### config.mk
export PLATFORM = sky130hd
export DESIGN_NAME = pc_fetch_controller
export DESIGN_NICKNAME = d
export VERILOG_FILES = /design/src/rtl/mips_pkg.sv /design/src/rtl/pc_next_calc.sv /design/src/rtl/pc_fetch_controller.sv
export SDC_FILE = /design/constraint.sdc
export NUM_CORES = 1
export LEC_CHECK = 0
export CAP_MARGIN = 30
export CORE_MARGIN = 2
export CORE_UTILIZATION = 30
export CTS_CLUSTER_DIAMETER = 150
export CTS_CLUSTER_SIZE = 25
export DETAILED_ROUTE_END_ITERATION = 16
export HOLD_SLACK_MARGIN = 0.12
export PLACE_DENSITY = 0.65
export SETUP_SLACK_MARGIN = 0.5
export SYNTH_ARGS = -nofsm -noshare
export SYNTH_HDL_FRONTEND = slang
export SYNTH_HIERARCHICAL = 1
export SYNTH_SLANG_ARGS = --single-unit
### constraint.sdc
create_clock -name clk -period 6.9 [get_ports clk]
set_input_delay 1.38 -clock clk [delete_from_list [all_inputs] [get_ports clk]]
set_output_delay 1.38 -clock clk [all_outputs]
set_load 0.1 [all_outputs]
### src/rtl/mips_pkg.sv
// Shared types and default constants for the MIPS fetch front end.
package mips_pkg;

  localparam int unsigned ADDR_W_DEFAULT   = 16;
  localparam int unsigned RESET_PC_DEFAULT = 0;

  // Fetch sequencer states.
  typedef enum logic [1:0] {
    IDLE   = 2'd0,
    REQ    = 2'd1,
    DECIDE = 2'd2
  } fetchState_t;

endpackage

### src/rtl/pc_next_calc.sv
// Next-PC selection: jump beats taken branch, which beats sequential advance.
module pc_next_calc #(
  parameter int unsigned ADDR_W = 16,
  parameter int unsigned PC_INC = 1
) (
  input  logic [ADDR_W-1:0] pc,
  input  logic              jump,
  input  logic [ADDR_W-1:0] jump_target,
  input  logic              branch_taken,
  input  logic [ADDR_W-1:0] branch_offset,
  output logic [ADDR_W-1:0] next_pc
);

  logic [ADDR_W-1:0] seqPc;

  // Priority mux; branch offset is two's complement, so a plain modulo add sign-extends by value.
  always_comb begin
    seqPc = pc + ADDR_W'(PC_INC);
    if (jump) begin
      next_pc = jump_target;
    end else if (branch_taken) begin
      next_pc = seqPc + branch_offset;
    end else begin
      next_pc = seqPc;
    end
  end

endmodule

### src/rtl/pc_fetch_controller.sv
// PC register, instruction-fetch handshake sequencer and ack-timeout watchdog.
module pc_fetch_controller
  import mips_pkg::*;
#(
  parameter int unsigned ADDR_W      = ADDR_W_DEFAULT,
  parameter int unsigned PC_INC      = 1,
  parameter int unsigned RESET_PC    = RESET_PC_DEFAULT,
  parameter int unsigned ACK_TIMEOUT = 15
) (
  input  logic              clk,
  input  logic              rst_n,
  output logic              imem_req,
  output logic [ADDR_W-1:0] imem_addr,
  input  logic              imem_ack,
  output logic              instr_valid,
  input  logic              stall,
  input  logic              jump,
  input  logic [ADDR_W-1:0] jump_target,
  input  logic              branch_taken,
  input  logic [ADDR_W-1:0] branch_offset,
  output logic [ADDR_W-1:0] pc,
  output logic [ADDR_W-1:0] pc_plus,
  output logic              fetch_err
);

  localparam int unsigned CNT_W = $clog2(ACK_TIMEOUT + 1);

  fetchState_t       state, stateNext;
  logic [ADDR_W-1:0] pcQ, pcNext, redirectPc;
  logic [CNT_W-1:0]  cntQ, cntNext, cntInc;
  logic              reqQ, reqNext;
  logic              validQ, validNext;
  logic              errQ, errNext;

  pc_next_calc #(
    .ADDR_W(ADDR_W),
    .PC_INC(PC_INC)
  ) uNextPc (
    .pc           (pcQ),
    .jump         (jump),
    .jump_target  (jump_target),
    .branch_taken (branch_taken),
    .branch_offset(branch_offset),
    .next_pc      (redirectPc)
  );

  // State, PC, request, pulse, counter and sticky error registers.
  always_ff @(posedge clk) begin
    if (!rst_n) begin
      state  <= IDLE;
      pcQ    <= ADDR_W'(RESET_PC);
      cntQ   <= '0;
      reqQ   <= 1'b0;
      validQ <= 1'b0;
      errQ   <= 1'b0;
    end else begin
      state  <= stateNext;
      pcQ    <= pcNext;
      cntQ   <= cntNext;
      reqQ   <= reqNext;
      validQ <= validNext;
      errQ   <= errNext;
    end
  end

  // Next-state logic. The request flop rises one cycle after entering REQ, so a
  // zero-wait fetch spans REQ(req low), REQ(req high + ack), DECIDE.
  always_comb begin
    stateNext = state;
    pcNext    = pcQ;
    cntNext   = cntQ;
    reqNext   = 1'b0;
    validNext = 1'b0;
    errNext   = errQ;
    cntInc    = cntQ + CNT_W'(1);
    case (state)
      IDLE: begin
        stateNext = REQ;
      end
      REQ: begin
        if (reqQ && imem_ack) begin
          stateNext = DECIDE;
          validNext = 1'b1;
          cntNext   = '0;
        end else begin
          reqNext = 1'b1;
          if (reqQ) begin
            // Timeout keeps the request high, which reissues the same address.
            if (cntInc == CNT_W'(ACK_TIMEOUT)) begin
              errNext = 1'b1;
              cntNext = '0;
            end else begin
              cntNext = cntInc;
            end
          end
        end
      end
      DECIDE: begin
        if (!stall) begin
          pcNext    = redirectPc;
          stateNext = REQ;
        end
      end
      default: begin
        stateNext = IDLE;
      end
    endcase
  end

  assign imem_req    = reqQ;
  assign imem_addr   = pcQ;
  assign instr_valid = validQ;
  assign fetch_err   = errQ;
  assign pc          = pcQ;
  assign pc_plus     = pcQ + ADDR_W'(PC_INC);

endmodule

# ---- Yosys cells after proc, flatten, opt, wreduce, memory -nomap -nowiden
# Index checks and enable logic that the tools add are counted.
dict set report totals {
  regBits 25
  wordCells 34
}
dict set report op_classes {
  n_reduce_logical 8
  eq_ne 5
  mux 10
  bitwise_logic 2
  n_addsub 3
}
# cell count
set op_table {}
lappend op_table {{16-bit 2-to-1 mux} 2}
lappend op_table {{16-bit by 1-bit adder with 16-bit output (second input constant)} 1}
lappend op_table {{16-bit adder} 1}
lappend op_table {{4-bit 2-to-1 mux} 3}
lappend op_table {{2-bit AND reduction} 4}
lappend op_table {{2-bit case mux with 3 select lines} 1}
lappend op_table {{4-bit by 1-bit adder with 4-bit output (second input constant)} 1}
lappend op_table {{4-bit == test (second input constant)} 1}
lappend op_table {{2-bit 2-to-1 mux} 2}
lappend op_table {{2-bit inequality test (second input constant)} 2}
lappend op_table {{4-bit AND reduction} 1}
lappend op_table {{2-bit by 1-bit == test with 1-bit output (second input constant)} 1}
lappend op_table {{2-bit == test (second input constant)} 1}
lappend op_table {{2-bit zero test} 1}
lappend op_table {{1-bit 2-to-1 mux} 2}
lappend op_table {{1-bit inverter} 2}
lappend op_table {{2-bit nonzero test} 1}
lappend op_table {{1-bit logical AND} 1}

# ---- Depth between registers and ports, before layout
dict set report depth {
  word_depth 5
  depth_mapped 15
  mapped_depth_nobuf 14
}

# ---- Modules after synthesis
# The synthesis kept the hierarchy.
# mod cells_per_inst instances area_each_um2 seq_area_each_um2
set modules_own_cells {}
lappend modules_own_cells {pc_fetch_controller 175 1 1381.3 500.5}
lappend modules_own_cells {pc_next_calc 189 1 1342.5 0.0}

# ---- Worst setup path before layout
# No wires, ideal clock.
dict set report synth_path {
  path_type {reg-to-output}
  from {register pcQ[0], in the netlist imem_addr[0]}
  to {output pc_plus[12]}
  required_ns 5.520
  path_slack_ns 2.057
  arrival_time_ns 3.463
  path_stages_with_launch 6
  path_cell_list {dfxtp_1 > ha_1 > nand2_1 > or2_2 > nor3_1 > xor2_1}
}
dict set report synth_via {
  elab_chain_len 1
}
# element line
set synth_rtl {}
lappend synth_rtl {{start, declared} pc_fetch_controller.sv:29} ;# logic [ADDR_W-1:0] pcQ, pcNext, redirectPc;
lappend synth_rtl {{start signal, assigned} pc_fetch_controller.sv:51} ;# pcQ <= ADDR_W'(RESET_PC);
lappend synth_rtl {{start signal, assigned} pc_fetch_controller.sv:58} ;# pcQ <= pcNext;
lappend synth_rtl {{16-bit by 1-bit adder with 16-bit output} pc_fetch_controller.sv:115} ;# assign pc_plus = pcQ + ADDR_W'(PC_INC);
lappend synth_rtl {{end, declared} pc_fetch_controller.sv:22} ;# output logic [ADDR_W-1:0] pc_plus,
# No other way between the ends.

# ---- Final worst setup path
# Same ends and word-level chain as after synthesis.

==> metrics <==
outcome=finished clean; final setup TNS=0 ns; Root Buffer=clkbuf_8; Main synth FF type=dfxtp_1; Hold Fails Final Rpt=0; synth top area cells=dfxtp_1, ha_1, nand2_1; die area=slightly below 10000 µm²; nature of the critical path endpoint=primary output; Seq/Total Area, Yosys=0.184; vias=2747; R2R Setup Slk=3.34 ns; syn nets=between 400 and 500; Net Sw Power=approximately 0.11 mW; vias per inst=5.12; Power Internal=0.234 mW; Worst Max-Slew Pin Slew=just under 1 ns; Clock Power Share=0.259; final hold slack=0.477 ns; Starting Density=0.311; max-slew violations=0; Power, Total=0.348 mW; GP Congestion=0.809; Synth area leader=dfxtp_1; Layout area overhead=32.8%; Final nets=around 490; largest net degree at the start of global routing=20; clock buffer depth=2; number of flops mapped to enable cells by yosys=0; IO Pins=89; final setup violation count=0; Sw Ratio=0.329; Post-Layout Inst Area=about 3600 µm²; Detail Route Antenna Nets=0; Yosys reg bits=25; Max-slew headroom=0.338; final wirelength=7.75 mm; Final min period=4.38 ns; combinational fraction of design power=0.303; average size of a mapped cell=7.48 µm²; Clk pin slew, worst setup/hold paths=0.10 ns; Worst EP arrival=3.00 ns; crit path max fanout=10; grt ovf=0; std cell rows=34; DIE WIDTH=slightly below 100 µm; CTS tree=built; Yosys top cell area share=0.184; Inserted Diodes=0; PwrDens=approximately 96 nW/µm²; DP HPWL=6.33 mm; die extent in y=99.3 µm; WL per Instance=14.4 µm; proportion of layout cells with a drive suffix above 1=0.0490; worst-skew pair later-pin latency=0.27 ns; CTS buffer count=3; CTS sink cnt=25; 1st-iter DRT viols=70; Post-Place Cell Area=3570 µm²; VDD IR max=0.0000906 V; Cells after Synth=364; Cells after DPL=533; Core Area=8760 µm²; RSZ-0062 raised after global routing=false; Max Cap Viol=0; fin cells=537; initial antenna violation count=0; Port Buffer Count=88; htree depth=1; Synth Cell Area=around 2700 µm²; Crit Path Class=register to primary output; HP Class=register to register; FMAX=228 MHz; Setup crit start kind=register; crit share post-route=0.635; Reg power frac=0.438; yosys warns=6; post-cts sizing count=0; Yosys cell types=64; Post-route DRC=0; asr flop ratio synth=0; global-route wire length before repair=approximately 13 mm; total track usage=0.156; Initial DRT Pass Iterations=4; postcts setup bufs=0; hold buffers post-CTS=0; Pleak=1.37 nW; skew final=0.0102 ns; Critical Path RT=5.52 ns; vias in the first global route=roughly 2700
synthesized netlist by cell type (7+ instances only):
cell and n:
nand2_1 63, a21oi_1 34, nor2_1 26, dfxtp_1 25, ha_1 23, xnor2_1 21, nand3_1 17, xor2_1 17
buf_4 16, o21ai_0 15, inv_1 8, clkbuf_1 7, nand4_1 7
critical path, stage by stage, from the launching register on:
cell	delay, ns
dfxtp_1	0.52
ha_1	0.27
nand2_1	0.09
or2_2	0.34
nor3_1	0.19
xor2_1	0.16
clkdlybuf4s50_1	1.15
through the flow:
stage           util  setup WS, ns
2_1_floorplan      -          2.06
3_3_place_gp   0.407          2.86
3_5_place_dp   0.407          2.81
4_1_cts        0.413          2.49
5_1_grt        0.413          2.34
6_report       0.413          2.52
power by group through the flow:
stage | Combinational, mW | Clock (mW) | Sequential, mW
3_5_place_dp | 0.105 | 0 | 0.156
5_1_grt | 0.115 | 0.0998 | 0.153
2_1_floorplan | 0.0571 | 0 | 0.166
4_1_cts | 0.106 | 0.0948 | 0.153
3_3_place_gp | 0.104 | 0 | 0.156
6_report | 0.106 | 0.0901 | 0.153
per-layer routing:
| layer | GRT usage | vias to the layer above | share of wire |
|---|---|---|---|
| met2 | 0.277 | 66 | 0.49 |
| li1 | - | 1414 | - |
| met3 | 0.0337 | 8 | 0.054 |
| met5 | 0 | - | 0 |
| met1 | 0.201 | 1259 | 0.45 |
| met4 | 0.0169 | 0 | 0.0088 |
registers in the layout, indices dropped and copies added, names as in the netlist:
register / count
cntQ: 4
fetch_err: 1
imem_addr: 16
imem_req: 1
instr_valid: 1
state: 2
cell usage in the layout (no fill, tap or decap), types with 3 or more instances in the layout:
cell,instances
nand4_1,7
nor3_1,5
and3_1,4
xnor2_1,21
o21ai_0,15
dfxtp_1,25
clkbuf_8,3
and4_1,3
a211oi_1,6
nand3_1,17
nand2_1,63
o211ai_1,3
clkdlybuf4s50_1,88
inv_1,8
nor2_1,26
mux2i_1,4
a21oi_1,34
ha_1,23
a21o_1,5
o22ai_1,6
xor2_1,17
worst paths after layout:
check / start / end / cells after the start
setup / recovery: imem_addr[0]$_SDFFE_PN0P_ / pc_plus[12] / 6
hold / removal: fetch_err$_SDFFE_PN0P_ / fetch_err$_SDFFE_PN0P_ / 1
setup reg to reg: imem_addr[0]$_SDFFE_PN0P_ / imem_addr[15]$_SDFFE_PN0P_ / 14
hold reg to reg: fetch_err$_SDFFE_PN0P_ / fetch_err$_SDFFE_PN0P_ / 1
final cells by class:
cell class | count | area (µm²)
multi-input combinational | 302 | 2010
fill | 957 | 5150
tap | 108 | 135
clock buffer | 3 | 41.3
sequential | 25 | 500
clock inverter | 1 | 7.51
inverter | 10 | 37.5
timing repair buffer | 88 | 881
cells by family after synthesis:
logic type / Yosys count / share of synthesized area
AOI/OAI and AO/OA: 90 / 0.218
xor gates and xnor gates: 39 / 0.128
adders and majority gates: 24 / 0.113
buffers and inverters: 37 / 0.0767
DFF: 25 / 0.184
muxes: 6 / 0.0243
and+or+nand+nor: 143 / 0.256
Note: power is estimated with default switching activity, not from simulation.
